==> config.mk <==
export PLATFORM = sky130hd
export DESIGN_NAME = sd_ext_wbm
export DESIGN_NICKNAME = d
export VERILOG_FILES = /design/src/rtl/sd_ext_wbm.sv
export SDC_FILE = /design/constraint.sdc
export NUM_CORES = 1
export LEC_CHECK = 0
export ABC_AREA = 0
export ABC_CLOCK_PERIOD_IN_PS = 4900
export CORE_ASPECT_RATIO = 0.9
export CORE_MARGIN = 2
export CORE_UTILIZATION = 47
export DETAILED_ROUTE_END_ITERATION = 6
export PLACE_DENSITY = 0.9
export SETUP_SLACK_MARGIN = 0.15
export SLEW_MARGIN = 40
export SYNTH_ARGS = -nofsm -noshare
export SYNTH_HDL_FRONTEND = slang
export SYNTH_SLANG_ARGS = --single-unit
==> constraint.sdc <==
create_clock -name clk_50 -period 4.9 [get_ports clk_50]
set_clock_uncertainty 0.05 [all_clocks]
set_input_delay 0.98 -clock clk_50 [delete_from_list [all_inputs] [get_ports clk_50]]
set_output_delay 0.98 -clock clk_50 [all_outputs]
set_load 0.02 [all_outputs]
==> src/rtl/sd_ext_wbm.sv <==
// Moves one 512-byte sector per request between system memory (Wishbone classic master)
// and the SD manager's sector BRAMs. Define SD_EXT_WBM_BSWAP_EN for big-endian memory.
module sd_ext_wbm #(
    parameter logic [31:0] BASE_ADDR = 32'h0
) (
    input  logic        clk_50,
    input  logic        reset_n,
    input  logic        ext_read_act,
    input  logic [31:0] ext_read_addr,
    input  logic        ext_read_stop,
    output logic        ext_read_go,
    input  logic        ext_write_act,
    input  logic [31:0] ext_write_addr,
    output logic        ext_write_done,
    output logic [6:0]  bram_rd_ext_addr,
    output logic        bram_rd_ext_wren,
    output logic [31:0] bram_rd_ext_data,
    output logic [6:0]  bram_wr_ext_addr,
    input  logic [31:0] bram_wr_ext_q,
    output logic [31:0] wbm_adr_o,
    output logic [31:0] wbm_dat_o,
    output logic [3:0]  wbm_sel_o,
    output logic        wbm_we_o,
    output logic        wbm_cyc_o,
    output logic        wbm_stb_o,
    input  logic [31:0] wbm_dat_i,
    input  logic        wbm_ack_i,
    input  logic        wbm_err_i,
    output logic        xfer_err
);

    typedef enum logic [2:0] {
        IDLE, RD_BUS, RD_WR, RD_GO, RD_DONE, WR_FETCH, WR_BUS, WR_DONE
    } state_t;

    state_t      state, state_n;
    logic [6:0]  word, word_n;
    logic [22:0] sector, sector_n;
    logic [31:0] adr_n, dat_o_n, rd_data_n;
    logic [6:0]  rd_addr_n;
    logic [3:0]  sel_n;
    logic        cyc_n, stb_n, we_n, wren_n, go_n, done_n, err_n;
    logic        beat_end;
    logic        unused_sector_bits;

    assign unused_sector_bits = ^{ext_read_addr[31:23], ext_write_addr[31:23]};

    function automatic logic [31:0] swap(input logic [31:0] d);
`ifdef SD_EXT_WBM_BSWAP_EN
        return {d[7:0], d[15:8], d[23:16], d[31:24]};
`else
        return d;
`endif
    endfunction

    function automatic logic [31:0] beat_adr(input logic [22:0] sec, input logic [6:0] w);
        return BASE_ADDR + {sec, 9'd0} + {23'd0, w, 2'd0};
    endfunction

    // During a write beat the BRAM already sees the next word, so its q is ready in WR_FETCH.
    // The counter wraps to 0 after word 127, which makes IDLE present word 0 as well.
    assign bram_wr_ext_addr = (state == WR_BUS) ? word + 7'd1 : word;

    always_comb begin
        state_n   = state;
        word_n    = word;
        sector_n  = sector;
        adr_n     = wbm_adr_o;
        dat_o_n   = wbm_dat_o;
        sel_n     = wbm_sel_o;
        we_n      = wbm_we_o;
        cyc_n     = wbm_cyc_o;
        stb_n     = wbm_stb_o;
        wren_n    = 1'b0;
        rd_addr_n = bram_rd_ext_addr;
        rd_data_n = bram_rd_ext_data;
        go_n      = ext_read_go;
        done_n    = ext_write_done;
        err_n     = xfer_err;
        beat_end  = wbm_ack_i | wbm_err_i;

        case (state)
            IDLE: begin
                if (ext_read_act && !ext_read_go && !ext_read_stop) begin
                    state_n  = RD_BUS;
                    sector_n = ext_read_addr[22:0];
                    word_n   = '0;
                    err_n    = 1'b0;
                    cyc_n    = 1'b1;
                    stb_n    = 1'b1;
                    we_n     = 1'b0;
                    sel_n    = 4'hF;
                    adr_n    = beat_adr(ext_read_addr[22:0], 7'd0);
                end else if (ext_write_act && !ext_write_done) begin
                    state_n  = WR_FETCH;
                    sector_n = ext_write_addr[22:0];
                    word_n   = '0;
                    err_n    = 1'b0;
                end
            end
            RD_BUS: begin
                if (beat_end) begin
                    stb_n     = 1'b0;
                    rd_data_n = swap(wbm_dat_i);
                    rd_addr_n = word;
                    wren_n    = 1'b1;
                    err_n     = xfer_err | wbm_err_i;
                    state_n   = RD_WR;
                end
            end
            RD_WR: begin
                word_n = word + 7'd1;
                if (word == 7'd127) begin
                    cyc_n   = 1'b0;
                    sel_n   = '0;
                    go_n    = 1'b1;
                    state_n = RD_GO;
                end else begin
                    stb_n   = 1'b1;
                    adr_n   = beat_adr(sector, word + 7'd1);
                    state_n = RD_BUS;
                end
            end
            RD_GO: begin
                if (ext_read_stop) begin
                    go_n    = 1'b0;
                    state_n = RD_DONE;
                end
            end
            RD_DONE: begin
                if (!ext_read_stop && !ext_read_act) state_n = IDLE;
            end
            WR_FETCH: begin
                dat_o_n = swap(bram_wr_ext_q);
                cyc_n   = 1'b1;
                stb_n   = 1'b1;
                we_n    = 1'b1;
                sel_n   = 4'hF;
                adr_n   = beat_adr(sector, word);
                state_n = WR_BUS;
            end
            WR_BUS: begin
                if (beat_end) begin
                    stb_n  = 1'b0;
                    err_n  = xfer_err | wbm_err_i;
                    word_n = word + 7'd1;
                    if (word == 7'd127) begin
                        cyc_n   = 1'b0;
                        we_n    = 1'b0;
                        sel_n   = '0;
                        done_n  = 1'b1;
                        state_n = WR_DONE;
                    end else begin
                        state_n = WR_FETCH;
                    end
                end
            end
            WR_DONE: begin
                if (!ext_write_act) begin
                    done_n  = 1'b0;
                    state_n = IDLE;
                end
            end
            default: state_n = IDLE;
        endcase
    end

    always_ff @(posedge clk_50 or negedge reset_n) begin
        if (!reset_n) begin
            state            <= IDLE;
            word             <= '0;
            sector           <= '0;
            wbm_adr_o        <= '0;
            wbm_dat_o        <= '0;
            wbm_sel_o        <= '0;
            wbm_we_o         <= 1'b0;
            wbm_cyc_o        <= 1'b0;
            wbm_stb_o        <= 1'b0;
            bram_rd_ext_wren <= 1'b0;
            bram_rd_ext_addr <= '0;
            bram_rd_ext_data <= '0;
            ext_read_go      <= 1'b0;
            ext_write_done   <= 1'b0;
            xfer_err         <= 1'b0;
        end else begin
            state            <= state_n;
            word             <= word_n;
            sector           <= sector_n;
            wbm_adr_o        <= adr_n;
            wbm_dat_o        <= dat_o_n;
            wbm_sel_o        <= sel_n;
            wbm_we_o         <= we_n;
            wbm_cyc_o        <= cyc_n;
            wbm_stb_o        <= stb_n;
            bram_rd_ext_wren <= wren_n;
            bram_rd_ext_addr <= rd_addr_n;
            bram_rd_ext_data <= rd_data_n;
            ext_read_go      <= go_n;
            ext_write_done   <= done_n;
            xfer_err         <= err_n;
        end
    end

endmodule

==> impl_metrics.csv <==
group,metric,value,unit
route,first_pass_iters,5,
clock_network,cts_resized,0,
cells_and_area,antennaDiodeCount,0,
pwr,ir_drop,0.446,mV
timing,post-route-period-util,77.6,%
global_route,grt_start_max_net_pins,70,
clock_network,clkSinkCount,141,
route,drt_wl_total,18000,µm
cells_and_area,area_growth,47.3,%
min_path,hold_path_class,"input pin to asynchronous set/reset pin",
run,max_cap_violations,0,
timing,report.final.slew_viol_count,0,
worst_setup_path,cp.required,3.87,ns
timing,rsz0062_at_grt,"false",
cells_and_area,stdcell_count,1001,
timing,hold_viol_final,0,
yosys,synth_cell_types,54,
global_route,grt_remaining_overflow,0,
floorplan,core_area,13400,µm²
yosys,async_flop_share,100,%
floorplan,die-area,14700,µm²
floorplan,rows,40,
timing,fin_ws,1.10,ns
yosys,synth-edff-count,0,
worst_setup_path,crit_arrival,2.77,ns
route,vias,5420,
status,status,"finished, final reports clean",
floorplan,die_x,127,µm
yosys,ys_ff_latch,141,
route,vias_per_cell,5.41,
yosys,ys_seq_area_share,54.8,%
clock_network,cts_made_buffers,17,
clock_network,cts.path.max_buffers,2,
yosys,synthesis.area,6440,µm²
clock_network,cts_setup_buffers,0,
timing,finalSetupTns,0,ns
placement,placed_cells,970,
global_route,antenna_found_initial,0,
global_route,grt_usage,25.2,%
yosys,synthFlopType,"dfrtp_1",
yosys,netlist_instances,602,
placement,gp_congestion,0.833,
placement,place_ws,1.32,ns
clock_network,htreeDepth,4,
placement,place.port_buffers,235,
timing,whs,0.410,ns
global_route,grt_pass1_vias,5686,
yosys,yosysWarnings,0,
placement,hpwl,12600,µm
clock_network,clk_pin_slew_worst_paths,0.06,ns
floorplan,start_util,48.2,%
timing,fmax,263,MHz
timing,worst_pin_slew,0.795,ns
yosys,avgSynthCellArea,10.7,µm²
clock_network,cts_root_buffer,"clkbuf_16",
clock_network,clk_latency,0.42,ns
global_route,grt_first_pass_wirelength,28700,µm
timing,slew_headroom,47.0,%
route,drt-initial-drc-count,324,
route,routedWlPerCell,18.0,µm
route,antenna_left,0,
clock_network,cts_tree,"done",
pwr,power.total,6.43,mW
floorplan,io_pins,256,
clock_network,ctsHoldBuffers,0,
worst_setup_path,worst-path-max-fanout,20,
worst_setup_path,criticalPathCategory,"flip-flop to output pin",
pwr,power_density,677,nW/µm²
timing,fin_crit,3.80,ns
route,drc_errors,0,
floorplan,die_height,115,µm
timing,setup_viol,0,
pwr,p_leak,4.11,nW
cells_and_area,nets,957,
worst_setup_path,critPathLaunchType,"flip-flop",
worst_setup_path,endpoint_kind,"output pin",
cells_and_area,drive_gt1_share,16.6,%
[critical path, cell delays in order, from the launching register on]
cell	delay (ns)
dfrtp_1	0.74
nor2b_1	0.28
nand2_1	0.18
nor3_1	0.29
xor2_1	0.22
clkdlybuf4s50_1	0.64
[cell usage after synthesis (all sizes together) (2+ instances only)]
cell type	count	area, µm²
o221ai	2	17.5
a221o	3	30.0
nor2b	4	25.0
a21oi	7	35.0
o211ai	2	15.0
nor3	6	30.0
a31oi	25	156
dfrtp	141	3530
nor3b	4	40.0
nand3	5	25.0
a211oi	3	22.5
nand2b	3	18.8
o21ai	13	65.1
xor2	3	26.3
nor2	30	113
nand2	159	597
o31ai	4	30.0
nand4	2	18.8
o22ai	4	25.0
or2	2	12.5
mux2i	3	30.0
clkbuf	19	71.3
and3b	2	17.5
xnor2	3	26.3
a21o	2	15.0
inv	7	26.3
a22o	3	26.3
a211o	2	17.5
o31a	2	17.5
mux2	89	1000
or3b	3	26.3
buf	26	169
and3	4	25.0
nand3b	2	15.0
[state kept, by name (all words and copies together) (netlist names), 3 cells and up]
register,flops
bram_rd_ext_data,32
wbm_dat_o,32
wbm_adr_o,30
sector,23
bram_rd_ext_addr,7
word,7
state,3
[layout make-up]
class | instances | area (µm²)
fillers | 947 | 3870
flip-flops and latches | 141 | 3530
multi-input cells | 410 | 2660
repair buffers | 244 | 2440
clock buffers | 21 | 460
well taps | 168 | 210
clock inverters | 10 | 164
inverters | 7 | 26.3
[layer usage]
| metal | up-vias | wire [µm] | GRT usage [%] |
|---|---|---|---|
| met5 | - | 0 | 0 |
| met2 | 248 | 8980 | 43.7 |
| li1 | 2501 | - | - |
| met4 | 0 | 299 | 8.72 |
| met1 | 2641 | 6950 | 29.0 |
| met3 | 30 | 1780 | 9.21 |
[per-stage QoR]
step,instance area [µm²],utilization [%]
6_report,9490,71.0
4_1_cts,9490,71.0
5_1_grt,9490,71.0
3_5_place_dp,8870,66.4
2_1_floorplan,6450,-
3_3_place_gp,8840,66.1
[final timing paths]
| check | cells past startpoint | start | slack, ns | endpoint |
|---|---|---|---|---|
| max | 5 | state[1] | 1.10 | bram_wr_ext_addr[6] |
| min | 1 | reset_n | 0.41 | sector[14] |
| max reg2reg | 5 | state[2] | 2.20 | wbm_adr_o[14] |
| min reg2reg | 2 | wbm_dat_o[7] | 0.43 | wbm_dat_o[7] |
| max in group asynchronous | 2 | reset_n | 3.71 | wbm_dat_o[30] |
| min in group clk_50 | 2 | wbm_dat_o[7] | 0.43 | wbm_dat_o[7] |
[cell usage in the layout, fill, tap and decap left out, types with 3 or more instances in the layout]
cell type	count
a221o_1	3
nor3_1	5
a31oi_1	25
mux2i_1	3
nand3_1	5
o22ai_1	4
mux2_2	88
inv_1	7
a21oi_1	7
o21ai_0	13
nor2b_1	4
xor2_1	3
nand2_1	159
o31ai_1	4
or3b_2	3
bufinv_16	4
clkinv_4	3
and3_1	4
clkbuf_16	17
nand2b_1	3
dfrtp_1	141
xnor2_1	3
a211oi_1	3
nor2_1	29
a22o_1	3
clkdlybuf4s50_1	234
buf_4	8
[where the power goes]
part	internal, mW	total [mW]	switching [mW]
clock	0.876	1.37	0.490
sequential	1.70	2.08	0.379
combinational	1.49	2.98	1.50
total	4.06	6.43	2.36
[logic make-up after synthesis]
kind of cell,Yosys count,synth area share [%]
AND/OR/NAND/NOR,228,15.1
flip-flops,141,54.8
multiplexers,92,16.0
AO/OA/AOI/OAI,81,8.86
buffers and inverters,52,4.14
XOR/XNOR,6,0.816
adder cells (fa/ha/maj),1,0.194
other,1,0.0582
(Power assumes the default switching activity.)
